**config.mk**
```make
export PLATFORM = sky130hd
export DESIGN_NAME = load_store_unit
export DESIGN_NICKNAME = d
export VERILOG_FILES = /design/src/rtl/lsu_pkg.sv /design/src/rtl/lsu_load_align.sv /design/src/rtl/load_store_unit.sv
export SDC_FILE = /design/constraint.sdc
export NUM_CORES = 1
export LEC_CHECK = 0
export CAP_MARGIN = 20
export CORE_MARGIN = 3
export CORE_UTILIZATION = 40
export CTS_BUF_LIST = sky130_fd_sc_hd__clkbuf_2 sky130_fd_sc_hd__clkbuf_4 sky130_fd_sc_hd__clkbuf_8
export DETAILED_ROUTE_END_ITERATION = 10
export HOLD_SLACK_MARGIN = 0.1
export PLACE_DENSITY = 0.76
export SETUP_SLACK_MARGIN = 0.1
export SYNTH_ARGS = -nofsm -noshare
export SYNTH_HDL_FRONTEND = slang
export SYNTH_SLANG_ARGS = --single-unit
```
**constraint.sdc**
```tcl
create_clock -name i_clk -period 12.2 [get_ports i_clk]
set_clock_uncertainty 0.15 [all_clocks]
set_input_delay 2.44 -clock i_clk [delete_from_list [all_inputs] [get_ports i_clk]]
set_output_delay 2.44 -clock i_clk [all_outputs]
set_load 0.005 [all_outputs]
```
**src/rtl/lsu_pkg.sv**
```systemverilog
// Shared types and helpers for the load/store unit: funct3 encodings, FSM states,
// the latched request record and the store lane/byte-enable formatting.
package lsu_pkg;

  localparam int BE_W = 4;

  localparam logic [2:0] F3_LB  = 3'b000;
  localparam logic [2:0] F3_LH  = 3'b001;
  localparam logic [2:0] F3_LW  = 3'b010;
  localparam logic [2:0] F3_LBU = 3'b100;
  localparam logic [2:0] F3_LHU = 3'b101;
  localparam logic [2:0] F3_SB  = 3'b000;
  localparam logic [2:0] F3_SH  = 3'b001;
  localparam logic [2:0] F3_SW  = 3'b010;

  typedef enum logic [1:0] {
    IDLE = 2'd0,
    REQ  = 2'd1,
    WAIT = 2'd2
  } lsu_state_e;

  typedef struct packed {
    logic        we;
    logic [2:0]  funct3;
    logic [31:0] addr;
    logic [31:0] wdata;
    logic [4:0]  rd;
  } lsu_req_t;

  function automatic logic f3_legal(input logic we, input logic [2:0] f3);
    if (we) return f3 inside {F3_SB, F3_SH, F3_SW};
    return f3 inside {F3_LB, F3_LH, F3_LW, F3_LBU, F3_LHU};
  endfunction

  // size is funct3[1:0]: 0 byte, 1 halfword, 2 word
  function automatic logic f3_aligned(input logic [1:0] size, input logic [1:0] off);
    case (size)
      2'b01:   return ~off[0];
      2'b10:   return off == 2'b00;
      default: return 1'b1;
    endcase
  endfunction

  function automatic logic [BE_W-1:0] store_be(input logic [1:0] size, input logic [1:0] off);
    case (size)
      2'b00:   return BE_W'(1) << off;
      2'b01:   return off[1] ? 4'b1100 : 4'b0011;
      default: return 4'b1111;
    endcase
  endfunction

  // Replicate the store operand across every lane so the byte enables pick the bytes.
  function automatic logic [31:0] store_data(input logic [1:0] size, input logic [31:0] wd);
    case (size)
      2'b00:   return {4{wd[7:0]}};
      2'b01:   return {2{wd[15:0]}};
      default: return wd;
    endcase
  endfunction

endpackage

```
**src/rtl/lsu_load_align.sv**
```systemverilog
// Load lane extraction: picks the addressed byte/halfword out of the read word
// and sign- or zero-extends it according to funct3.
module lsu_load_align
  import lsu_pkg::*;
(
  input  logic [31:0] rdata,
  input  logic [1:0]  off,
  input  logic [2:0]  funct3,
  output logic [31:0] data
);

  logic [15:0] lane;

  assign lane = 16'(rdata >> {off, 3'b000});

  always_comb begin
    data = rdata;
    case (funct3)
      F3_LB:   data = {{24{lane[7]}}, lane[7:0]};
      F3_LH:   data = {{16{lane[15]}}, lane[15:0]};
      F3_LBU:  data = {24'b0, lane[7:0]};
      F3_LHU:  data = {16'b0, lane[15:0]};
      default: data = rdata;
    endcase
  end

endmodule

```
**src/rtl/load_store_unit.sv**
```systemverilog
// Single-outstanding load/store unit: IDLE -> REQ (until grant) -> WAIT (until rvalid),
// with alignment/funct3 checks, a saturating timeout and registered writeback.
module load_store_unit
  import lsu_pkg::*;
#(
  parameter int TIMEOUT_CYCLES = 255
) (
  input  logic        i_clk,
  input  logic        i_rst,
  input  logic        i_req,
  input  logic        i_we,
  input  logic [2:0]  i_funct3,
  input  logic [31:0] i_addr,
  input  logic [31:0] i_wdata,
  input  logic [4:0]  i_rd_addr,
  output logic        o_stall,
  output logic [4:0]  o_rd_addr,
  output logic [31:0] o_rd_data,
  output logic        o_rd_wren,
  output logic        o_misaligned,
  output logic        o_bus_err,
  output logic        o_mem_req,
  output logic        o_mem_we,
  output logic [31:0] o_mem_addr,
  output logic [31:0] o_mem_wdata,
  output logic [3:0]  o_mem_be,
  input  logic        i_mem_gnt,
  input  logic        i_mem_rvalid,
  input  logic [31:0] i_mem_rdata
);

  localparam logic [7:0] TO_LAST = 8'(TIMEOUT_CYCLES - 1);

  lsu_state_e  state, state_nxt;
  lsu_req_t    lat;
  logic [7:0]  cnt;
  logic        done;
  logic        ok, accept, reject, progress, timeout;
  logic [31:0] ld_data;

  // done marks the retire cycle of the held instruction so it is not re-issued.
  assign ok       = f3_legal(i_we, i_funct3) && f3_aligned(i_funct3[1:0], i_addr[1:0]);
  assign accept   = (state == IDLE) && i_req && !done && ok;
  assign reject   = (state == IDLE) && i_req && !done && !ok;
  assign progress = ((state == REQ) && i_mem_gnt) || ((state == WAIT) && i_mem_rvalid);
  assign timeout  = (state != IDLE) && !progress && (cnt >= TO_LAST);

  always_ff @(posedge i_clk or posedge i_rst) begin
    if (i_rst) state <= IDLE;
    else       state <= state_nxt;
  end

  always_comb begin
    state_nxt = state;
    case (state)
      IDLE: if (accept) state_nxt = REQ;
      REQ: begin
        if (i_mem_gnt)    state_nxt = WAIT;
        else if (timeout) state_nxt = IDLE;
      end
      WAIT: begin
        if (i_mem_rvalid) state_nxt = IDLE;
        else if (timeout) state_nxt = IDLE;
      end
      default: state_nxt = IDLE;
    endcase
  end

  assign o_stall     = !i_rst && (accept || (state != IDLE));
  assign o_mem_req   = (state == REQ);
  assign o_mem_we    = o_mem_req && lat.we;
  assign o_mem_addr  = o_mem_req ? {lat.addr[31:2], 2'b00} : 32'd0;
  assign o_mem_be    = !o_mem_req ? 4'b0000 :
                       lat.we ? store_be(lat.funct3[1:0], lat.addr[1:0]) : 4'b1111;
  assign o_mem_wdata = o_mem_we ? store_data(lat.funct3[1:0], lat.wdata) : 32'd0;

  lsu_load_align u_align (
    .rdata  (i_mem_rdata),
    .off    (lat.addr[1:0]),
    .funct3 (lat.funct3),
    .data   (ld_data)
  );

  always_ff @(posedge i_clk or posedge i_rst) begin
    if (i_rst) begin
      lat          <= '0;
      cnt          <= '0;
      done         <= 1'b0;
      o_rd_addr    <= '0;
      o_rd_data    <= '0;
      o_rd_wren    <= 1'b0;
      o_misaligned <= 1'b0;
      o_bus_err    <= 1'b0;
    end else begin
      done         <= 1'b0;
      o_rd_wren    <= 1'b0;
      o_misaligned <= reject;
      o_bus_err    <= timeout;
      if (accept) begin
        lat <= '{we: i_we, funct3: i_funct3, addr: i_addr, wdata: i_wdata, rd: i_rd_addr};
        cnt <= '0;
      end else if ((state != IDLE) && (cnt != 8'hFF)) begin
        cnt <= cnt + 8'd1;
      end
      if ((state == WAIT) && i_mem_rvalid) begin
        o_rd_data <= ld_data;
        o_rd_addr <= lat.rd;
        o_rd_wren <= !lat.we && (lat.rd != 5'd0);
        done      <= 1'b1;
      end
      if (timeout) done <= 1'b1;
    end
  end

endmodule

```
Word level (Yosys, flattened, before mapping). Cells that the tools add are included.

Flip-flop bits (word level): 124. Output and inout bits: 111. Word-level logic and storage cells: 84.

Add/sub/neg operators: 1. Order comparisons: 1. Equal/unequal tests: 14. Shift operators: 2. Multiplexer cells: 22. Bitwise logic cells: 1. Reductions and logical operators: 30.

Operator list (number): case mux 32 bit (4 select lines) (1); 2-to-1 mux 32 bit (2); case mux 32 bit (2 select lines) (1); >> shifter 32 x 5 -> 16 bit (1); 2-to-1 mux 8 bit (2); logical AND 1 bit (13); == test 3 bit, second input constant (4); 2-to-1 mux 4 bit (3); nonzero test 5 bit (2); adder 8 x 1 -> 8 bit, second input constant (1); greater-or-equal comparator 8 bit, second input constant (1); 2-to-1 mux 2 bit (4); != test 8 bit, second input constant (1); case mux 4 bit (2 select lines) (1); == test 2 x 1 -> 1 bit, second input constant (3); == test 3 x 1 -> 1 bit, second input constant (2); logical NOT 2 bit (3); logical NOT 3 bit (2); 2-to-1 mux 1 bit (6); case mux 2 bit (3 select lines) (1); logical NOT 1 bit (5); == test 2 bit, second input constant (2); nonzero test 2 bit (2); left shift 1 x 2 -> 4 bit, first input constant (1); other kinds (6) (7).

Depth between registers and ports, before layout. Gate-level depths: netlist (run 1).

Depth in word-level cells: 9. Gate-level depth with buffers: 8. Mapped depth without buffers: 6.

Cells and area by module. A second synthesis (run 1) with hierarchy kept.

Cell total of the unflattened synthesis: 563. Area total of the unflattened synthesis: 6419.9 um^2.

By module, submodules not included: load_store_unit (instances 1, cells an instance 457, area an instance 5728.0 um^2); lsu_load_align (instances 1, cells an instance 106, area an instance 691.9 um^2).

Least setup slack after synthesis (run 1). OpenSTA, ideal clock, no wires.

Path kind: input port to output port. Start point: input i_funct3[0]. End point: output o_stall. Arrival time: 3.713 ns. Data required time: 9.610 ns. Path slack: 5.897 ns. Cell stages on the path: 7. Cells stage by stage: inv_1 > ha_1 > a22o_1 > a211o_1 > buf_2 > buf_6 > a21oi_1.

Word-level cells in the longest chain between the ends: 8. Elaborated cells between the ends (all ways): 16. Classes of those cells: eq/ne: 6; mux: 3; reduce/logical: 7.

Ends and longest elaborated chain: start, declared (line load_store_unit.sv:12) `input logic [2:0] i_funct3,`; == test 3 x 1 -> 1 bit, or another cell as far along (line lsu_pkg.sv:31, lsu_pkg.sv:32); nonzero test 3 bit (line lsu_pkg.sv:31) `if (we) return f3 inside {F3_SB, F3_SH, F3_SW};`; 2-to-1 mux 1 bit (line lsu_pkg.sv:31); 2-to-1 mux 1 bit (line lsu_pkg.sv:32) `return f3 inside {F3_LB, F3_LH, F3_LW, F3_LBU, F3_LHU};`; logical AND 1 bit * (line load_store_unit.sv:42) `assign ok = f3_legal(i_we, i_funct3) && f3_aligned(i_funct3[1:0], i_addr[1:0]);`; logical AND 1 bit * (line load_store_unit.sv:43) `assign accept = (state == IDLE) && i_req && !done && ok;`; logical OR 1 bit * (line load_store_unit.sv:69) `assign o_stall = !i_rst && (accept || (state != IDLE));`; logical AND 1 bit * (line load_store_unit.sv:69); end, declared (line load_store_unit.sv:16) `output logic o_stall,`.

Every way passes the cells marked *; elsewhere a longest branch is shown, timed or not. The select of a mux whose other input is x is not followed.

Worst setup path in the final report (run 1). Ends and elaborated chain as after synthesis.

==> metrics.yaml, run 1 <==
yosysUniqueCellTypes: 46
antenna_found_initial: 0
end_kind: "output port"
startpoint_type: "primary input"
power-per-cell-area_mw_per_mm2: 203
arrival_ns: 4.66
critPathMaxFanout: 3
vdd_ir_drop_max_uv: 101
synth_top_area_cell: "dfrtp_1"
hp-class: "register to register"
worst_pin_slew_ns: 0.982
hpwl_um: 13300
synth-edff-count: 0
routed_via_density: 5.27
synthToLayoutAreaGrowth_pct: 42.8
clockRootBuffer: "clkbuf_8"
crit_path_top_delay_cell: "clkdlybuf4s50_1"
drc: 0
layout-drive-gt1-share_pct: 15.8
cts_htree_levels: 4
wirelength_um: 18600
cts_resized: 0
post_cts_buffers: 0
ios: 221
stdcell_area_mm2: 0.00896
reg2reg_depth: 5
wl_per_cell_um: 18.3
core_area_mm2: 0.0153
netlist_area_mm2: 0.00628
slowest_delay_ns: 0.52
hold_end: "o_rd_addr[0]"
cts_tree: "yes"
fin_crit_sh_pct: 59.5
grt_pass1_wl_um: 30300
synthDominantCellAreaShare_pct: 49.4
synth_commonest_cells: "124 x dfrtp_1, 78 x mux2_2, 57 x nand2_1"
dieArea_mm2: 0.0172
grt_usage_pct: 21.8
first_pass_iters: 5
grt_pass1_vias: 5647
worstPathRequired_ns: 9.61
leakage_nw: 3.81
synth_area_leaders: "dfrtp_1 49%, mux2_2 14%, mux2i_1 4.0%"
nNetsFinal: 912
hold_viol_final: 0
start_util_pct: 41.1
status: "complete, no violations"
syn_inst: 594
setup.worst_path.class: "primary input to output port"
r2r_end: "lat[63]"
cp_num_buf_inv: 3
setup-tns-final_ns: 0
numPortBuffers: 218
vias: 5374
overflow: 0
ctsHoldBuffers: 0
r2r-start: "state[0]"
path_clk_slew_ns: 0.07
hold_start: "o_rd_addr[0]"
ys_seq_area_share_pct: 49.4
slew_headroom_pct: 34.3
syn_area_per_cell_um2: 10.6
ant_nets: 0
drtIter0Drc: 322
synth.most_common_cell: "dfrtp_1"
ys_dominant_reg_cell: "dfrtp_1"
rsz0062_at_grt: "false"
finalCriticalPeriod_ns: 7.25
die_x_um: 131
fillers: 1284
ys_seq_elements: 124
dieHeight_um: 131
place_congestion: 0.846
clock.fmax_mhz: 138
cts_num_sinks: 124
yosys_warnings: 0
fin_ws_ns: 4.95
clk-insertion-delay-late_ns: 0.43
dpl_cell_area_mm2: 0.00858
drv_slew: 0
whs_path_depth: 2
hold_slack_ns: 0.332
ctsLongestPathBuffers: 2
fin_util_pct: 58.7
grt_max_degree: 65
cp_common_cell: "clkdlybuf4s50_1"
setup-violations-final: 0
drv_cap: 0
diodes: 0
path_cells: "clkdlybuf4s50_1 -> inv_1 -> ha_1 -> a22o_1 -> a211o_1 -> a21oi_1 -> clkdlybuf4s50_1"
r2r_slack_ns: 9.14
cts_buffers: 17
place_ws_ns: 4.92
placementRows: 45
async_reset_ff_share_pct: 100
cp_top_family: "buffers and inverters"
[cell usage in the layout, fill, tap and decap left out, drive strengths merged, types with 3 or more instances in the layout]
cell type / synthesis / final
a211oi: 5 / 5
a21oi: 34 / 34
clkinv: 0 / 3
o21a: 10 / 10
nand2: 57 / 57
mux2i: 25 / 25
o21ai: 17 / 17
o211ai: 4 / 4
a22o: 3 / 3
mux2: 80 / 80
and3: 11 / 11
nor2b: 8 / 8
a32o: 6 / 6
nand2b: 10 / 10
nand3b: 3 / 3
and2: 30 / 30
nor2: 42 / 42
a22oi: 7 / 7
clkbuf: 20 / 24
buf: 24 / 9
inv: 9 / 9
nand3: 37 / 37
clkdlybuf4s50: 0 / 218
nor3: 8 / 8
dfrtp: 124 / 124
ha: 5 / 5
[registers in the layout, indices dropped and copies added, names as in the netlist]
register      count
o_rd_data        32
o_bus_err         1
cnt               8
done              1
o_misaligned      1
lat              73
state             2
o_rd_addr         5
o_rd_wren         1
[per-layer routing]
layer / GRT usage, % / routed length [µm]
met5: 0 / 0
met4: 8.23 / 414
met3: 7.47 / 1660
met2: 35.8 / 9020
met1: 26.8 / 7540
[worst reg2reg max path: cells and delay by family (launching register included)]
kind | cells | cell delay (ns)
AOI/OAI and AO/OA | 1 | 0.82
buffers and inverters | 1 | 0.66
DFF | 1 | 0.49
muxes | 1 | 0.46
and+or+nand+nor | 2 | 0.37
[metrics by stage]
step	std cells	power, mW
finish	1019	1.82
global route	1019	1.94
CTS	1019	1.84
floorplan	595	1.13
global placement	989	1.45
detailed placement	989	1.48
[kinds of logic after synthesis]
group | after synthesis | share of synthesized area, %
DFF | 124 | 49.4
adders and majority gates | 5 | 0.997
xor gates and xnor gates | 2 | 0.279
muxes | 106 | 18.7
AOI/OAI and AO/OA | 95 | 10.1
other | 1 | 0.0598
and+or+nand+nor | 208 | 16.3
buffers and inverters | 53 | 4.17
[worst max-delay path by stage]
stage / startpoint / endpoint / cells past startpoint
3_3_place_gp: i_funct3[0] / o_stall / 7
6_report: i_funct3[0] / o_stall / 7
4_1_cts: i_funct3[0] / o_stall / 7
3_5_place_dp: i_funct3[0] / o_stall / 7
5_1_grt: i_funct3[0] / o_stall / 7
2_1_floorplan: i_funct3[0] / o_stall / 7
[where the power goes]
group          total, mW  switching (mW)  internal (mW)
Clock              0.351           0.158          0.193
Combinational      0.724           0.313          0.411
Sequential         0.741           0.146          0.595
Total               1.82           0.617           1.20
[cell type report]
class	count	area [µm²]	share of cell area, %
well taps	211	264	2.95
flip-flops and latches	124	3100	34.6
clock inverters	6	60.1	0.670
multi-input cells	418	2930	32.6
clock buffers	24	324	3.62
inverters	9	36.3	0.405
repair buffers	227	2250	25.1
No activity file was read; power rests on OpenSTA's default activity.
==> run 2, diff against run 1 <==
--- a/config.mk
+++ b/config.mk
@@ -11,7 +11,7 @@
 export CTS_BUF_LIST = sky130_fd_sc_hd__clkbuf_2 sky130_fd_sc_hd__clkbuf_4 sky130_fd_sc_hd__clkbuf_8
 export DETAILED_ROUTE_END_ITERATION = 10
 export HOLD_SLACK_MARGIN = 0.1
-export PLACE_DENSITY = 0.76
+export PLACE_DENSITY = 0.79
 export SETUP_SLACK_MARGIN = 0.1
 export SYNTH_ARGS = -nofsm -noshare
 export SYNTH_HDL_FRONTEND = slang
==> constraint.sdc (replaced) <==
create_clock -name i_clk -period 6.46 [get_ports i_clk]
set_clock_uncertainty 0.15 [all_clocks]
set_input_delay 1.292 -clock i_clk [delete_from_list [all_inputs] [get_ports i_clk]]
set_output_delay 1.292 -clock i_clk [all_outputs]
set_load 0.005 [all_outputs]
==> metrics.yaml, run 2 (synthesis results as in run 1) <==
status: "complete, no violations"
numPortBuffers: 218
clockRootBuffer: "clkbuf_8"
startpoint_type: "primary input"
grt_max_degree: 75
layout_commonest_cell: "clkdlybuf4s50_1"
cts_buffers: 17
instances_no_fill: 1022
top_regs: "lat: 73 flops, o_rd_data: 32 flops, cnt: 8 flops"
placementRows: 45
antenna_found_initial: 0
fin_ws_ns: 1.52
clock.fmax_mhz: 202
core_area_mm2: 0.0153
layout-drive-gt1-share_pct: 16.2
power-per-cell-area_mw_per_mm2: 384
grt_pass1_vias: 5410
drv_cap: 0
hp-class: "register to register"
hold_end: "o_rd_addr[0]"
diodes: 0
finalCriticalPeriod_ns: 4.94
nNetsFinal: 913
drtIter0Drc: 244
dieArea_mm2: 0.0172
ios: 221
dp.cells: 990
reg2reg_depth: 4
routed_via_density: 5.14
place_congestion: 0.847
hold_slack_ns: 0.335
rsz0062_at_grt: "false"
clk-insertion-delay-late_ns: 0.43
synthToLayoutAreaGrowth_pct: 43.1
path_clk_slew_ns: 0.07
cts_htree_levels: 4
ctsLongestPathBuffers: 2
hold_start: "o_rd_addr[0]"
ant_nets: 0
drc: 0
dieHeight_um: 131
leakage_nw: 3.81
setup.worst_path.class: "primary input to output port"
dpl_cell_area_mm2: 0.00859
cts_tree: "yes"
critPathMaxFanout: 3
arrival_ns: 3.50
setup-tns-final_ns: 0
drv_slew: 0
cts_num_sinks: 124
wl_per_cell_um: 18.1
vdd_ir_drop_max_uv: 184
worst_pin_slew_ns: 0.926
hold_viol_final: 0
grt_usage_pct: 21.5
r2r-start: "lat[38]"
hpwl_um: 12800
place_ws_ns: 1.50
first_pass_iters: 4
worstPathRequired_ns: 5.02
r2r_slack_ns: 4.03
r2r_end: "o_rd_data[30]"
slew_headroom_pct: 38.3
end_kind: "output port"
start_util_pct: 41.1
grt_pass1_wl_um: 29500
top_register: "lat"
cts_resized: 0
fin_crit_sh_pct: 76.5
overflow: 0
wirelength_um: 18500
vias: 5253
stdcell_area_mm2: 0.00898
final_cell_mix: "218 x clkdlybuf4s50_1, 123 x dfrtp_1, 78 x mux2_2, 57 x nand2_1, 40 x nor2_1"
ctsHoldBuffers: 0
largest_reg_flops: 73
die_x_um: 131
whs_path_depth: 2
post_cts_buffers: 0
setup-violations-final: 0
run 2: power by group:
group          internal (mW)  switching, mW  leakage, nW
combinational          0.776          0.596         2.10
sequential              1.12          0.268         1.51
clock                  0.369          0.318        0.194
run 2: worst max-delay path by stage:
| stage | slack [ns] | endpoint | startpoint | cells after the start |
|---|---|---|---|---|
| 3_3_place_gp | 1.55 | o_stall | i_funct3[0] | 7 |
| 6_report | 1.52 | o_stall | i_funct3[0] | 7 |
| 5_1_grt | 1.40 | o_stall | i_funct3[0] | 7 |
| 3_5_place_dp | 1.50 | o_stall | i_funct3[0] | 7 |
| 2_1_floorplan | 1.72 | cnt[0] | i_rst | 1 |
| 4_1_cts | 1.49 | o_stall | i_funct3[0] | 7 |
run 2: stage by stage:
stage,util (%),power (mW)
2_1_floorplan,-,2.13
3_3_place_gp,56.3,2.75
6_report,58.9,3.45
3_5_place_dp,56.3,2.79
5_1_grt,58.9,3.68
4_1_cts,58.9,3.49
run 2: area by class of cell:
| type | instances | area, µm² |
|---|---|---|
| well taps | 211 | 264 |
| multi-input cells | 418 | 2930 |
| repair buffers | 228 | 2260 |
| clock inverters | 11 | 119 |
| clock buffers | 21 | 277 |
| fillers | 1311 | 6280 |
| flip-flops and latches | 124 | 3100 |
| inverters | 9 | 36.3 |
run 2: critical path, cell delays in order:
cell,delay (ns)
clkdlybuf4s50_1,0.53
inv_1,0.08
ha_1,0.32
a22o_1,0.26
a211o_1,0.34
a21oi_1,0.16
clkdlybuf4s50_1,0.51
run 2: per-layer routing:
| layer | up-vias | part of all wire, % | track usage [%] |
|---|---|---|---|
| met3 | 16 | 7.6 | 7.70 |
| met5 | - | 0 | 0 |
| li1 | 2474 | - | - |
| met1 | 2573 | 41 | 26.6 |
| met2 | 190 | 50 | 35.1 |
| met4 | 0 | 1.1 | 6.94 |
==> run 3, diff against run 2 <==
==> constraint.sdc (replaced) <==
create_clock -name i_clk -period 4.3 [get_ports i_clk]
set_clock_uncertainty 0.15 [all_clocks]
set_input_delay 0.86 -clock i_clk [delete_from_list [all_inputs] [get_ports i_clk]]
set_output_delay 0.86 -clock i_clk [all_outputs]
set_load 0.005 [all_outputs]
==> metrics.yaml, run 3 (synthesis results as in run 1) <==
routed_via_density: 5.21
diodes: 0
post_cts_buffers: 0
layout-drive-gt1-share_pct: 16.8
core_area_mm2: 0.0153
setup-tns-final_ns: 0
fin_crit_sh_pct: 93.9
cts_resized: 0
cp_num_buf_inv: 3
startpoint_type: "primary input"
rsz0062_at_grt: "false"
nNetsFinal: 919
dieArea_mm2: 0.0172
place_ws_ns: 0.234
cts_buffers: 17
antenna_found_initial: 0
dp.cells: 996
grt_max_degree: 52
arrival_ns: 3.03
vias: 5353
power-per-cell-area_mw_per_mm2: 585
slowest_delay_ns: 0.51
wirelength_um: 18400
drtIter0Drc: 302
clock.fmax_mhz: 248
ctsHoldBuffers: 0
drc: 0
end_kind: "output port"
layout_commonest_cell: "clkdlybuf4s50_1"
drv_slew: 0
hold_viol_final: 0
top_register: "lat"
wl_per_cell_um: 17.9
slew_headroom_pct: 49.2
grt_pass1_wl_um: 30100
fillers: 1343
cp_top_family: "buffers and inverters"
die_x_um: 131
fin_ws_ns: 0.264
cp_common_cell: "clkdlybuf4s50_1"
hp-class: "register to register"
worst_pin_slew_ns: 0.760
worstPathRequired_ns: 3.29
final_cell_mix: "218 x clkdlybuf4s50_1, 123 x dfrtp_1, 78 x mux2_2, 57 x nand2_1, 40 x nor2_1"
leakage_nw: 3.89
ant_nets: 0
path_clk_slew_ns: 0.07
grt_usage_pct: 21.9
start_util_pct: 41.1
finalCriticalPeriod_ns: 4.04
top_regs: "lat: 73 flops, o_rd_data: 32 flops, cnt: 8 flops"
largest_reg_flops: 73
first_pass_iters: 4
numPortBuffers: 218
hpwl_um: 13200
ios: 221
r2r-start: "lat[38]"
dieHeight_um: 131
crit_path_top_delay_cell: "clkdlybuf4s50_1"
placementRows: 45
status: "complete, no violations"
cts_htree_levels: 4
clk-insertion-delay-late_ns: 0.43
place_congestion: 0.876
cts_tree: "yes"
grt_pass1_vias: 5573
setup-violations-final: 0
drv_cap: 0
cts_num_sinks: 124
critPathLaunch: "i_funct3[0]"
ctsLongestPathBuffers: 2
setup.worst_path.class: "primary input to output port"
path_cells: "clkdlybuf4s50_1 -> inv_1 -> ha_1 -> a22o_1 -> a211o_1 -> a21oi_1 -> clkdlybuf4s50_1"
hold_start: "o_rd_addr[1]"
vdd_ir_drop_max_uv: 254
clockRootBuffer: "clkbuf_8"
instances_no_fill: 1028
overflow: 0
synthToLayoutAreaGrowth_pct: 45.3
critPathMaxFanout: 3
run 3: cell types whose count changed in the layout (fill, tap and decap cells not counted):
cell        delta
clkinvlp_4     -3
clkinv_4       -1
clkinv_2       -2
buf_12         +2
inv_4          -1
clkbuf_8       +3
bufinv_16      +2
clkbuf_4       +2
buf_4          +4
run 3: final timing paths:
kind,to,slack [ns],cells after the start
max,o_stall,0.26,7
min,o_rd_addr[1],0.33,2
max reg2reg,o_rd_data[30],1.77,4
min reg2reg,o_rd_addr[1],0.33,2
max in group asynchronous,o_rd_data[24],2.53,3
min in group asynchronous,lat[60],0.72,2
run 3: where the power goes:
group	internal, mW	switching [mW]
Sequential	1.69	0.435
Combinational	1.18	0.845
Clock	0.735	0.453
run 3: routing by layer:
layer | track usage, % | up-vias | routed length [µm]
li1 | - | 2498 | -
met1 | 27.3 | 2596 | 7600
met2 | 35.1 | 225 | 8640
met3 | 7.73 | 34 | 1660
met4 | 8.46 | 0 | 472
met5 | 0 | - | 0
run 3: worst reg2reg max path, delay by kind of cell, from the launching register on:
kind                   cells  cell delay (ns)
and+or+nand+nor            1             0.18
muxes                      1             0.58
AOI/OAI and AO/OA          1             0.63
DFF                        1             0.54
buffers and inverters      1             0.29
run 3: through the flow:
stage	power (mW)	hold slack [ns]	cell area, µm²	util, %
after detailed placement	4.19	0.318	8660	56.7
after CTS	5.40	0.335	9120	59.8
final	5.34	0.326	9120	59.8
after global routing	5.72	0.361	9120	59.8
after global placement	4.12	0.312	8660	56.7
after floorplan	3.20	0.305	6280	-
run 3: area by class of cell:
class                      instances  area [µm²]  share of cell area, %
clock buffer                      26         333                   3.65
multi-input combinational        418        2930                   32.1
clock inverter                     6         130                   1.43
inverter                           9        37.5                  0.412
timing repair buffer             234        2330                   25.5
tap                              211         264                   2.89
sequential                       124        3100                   34.0
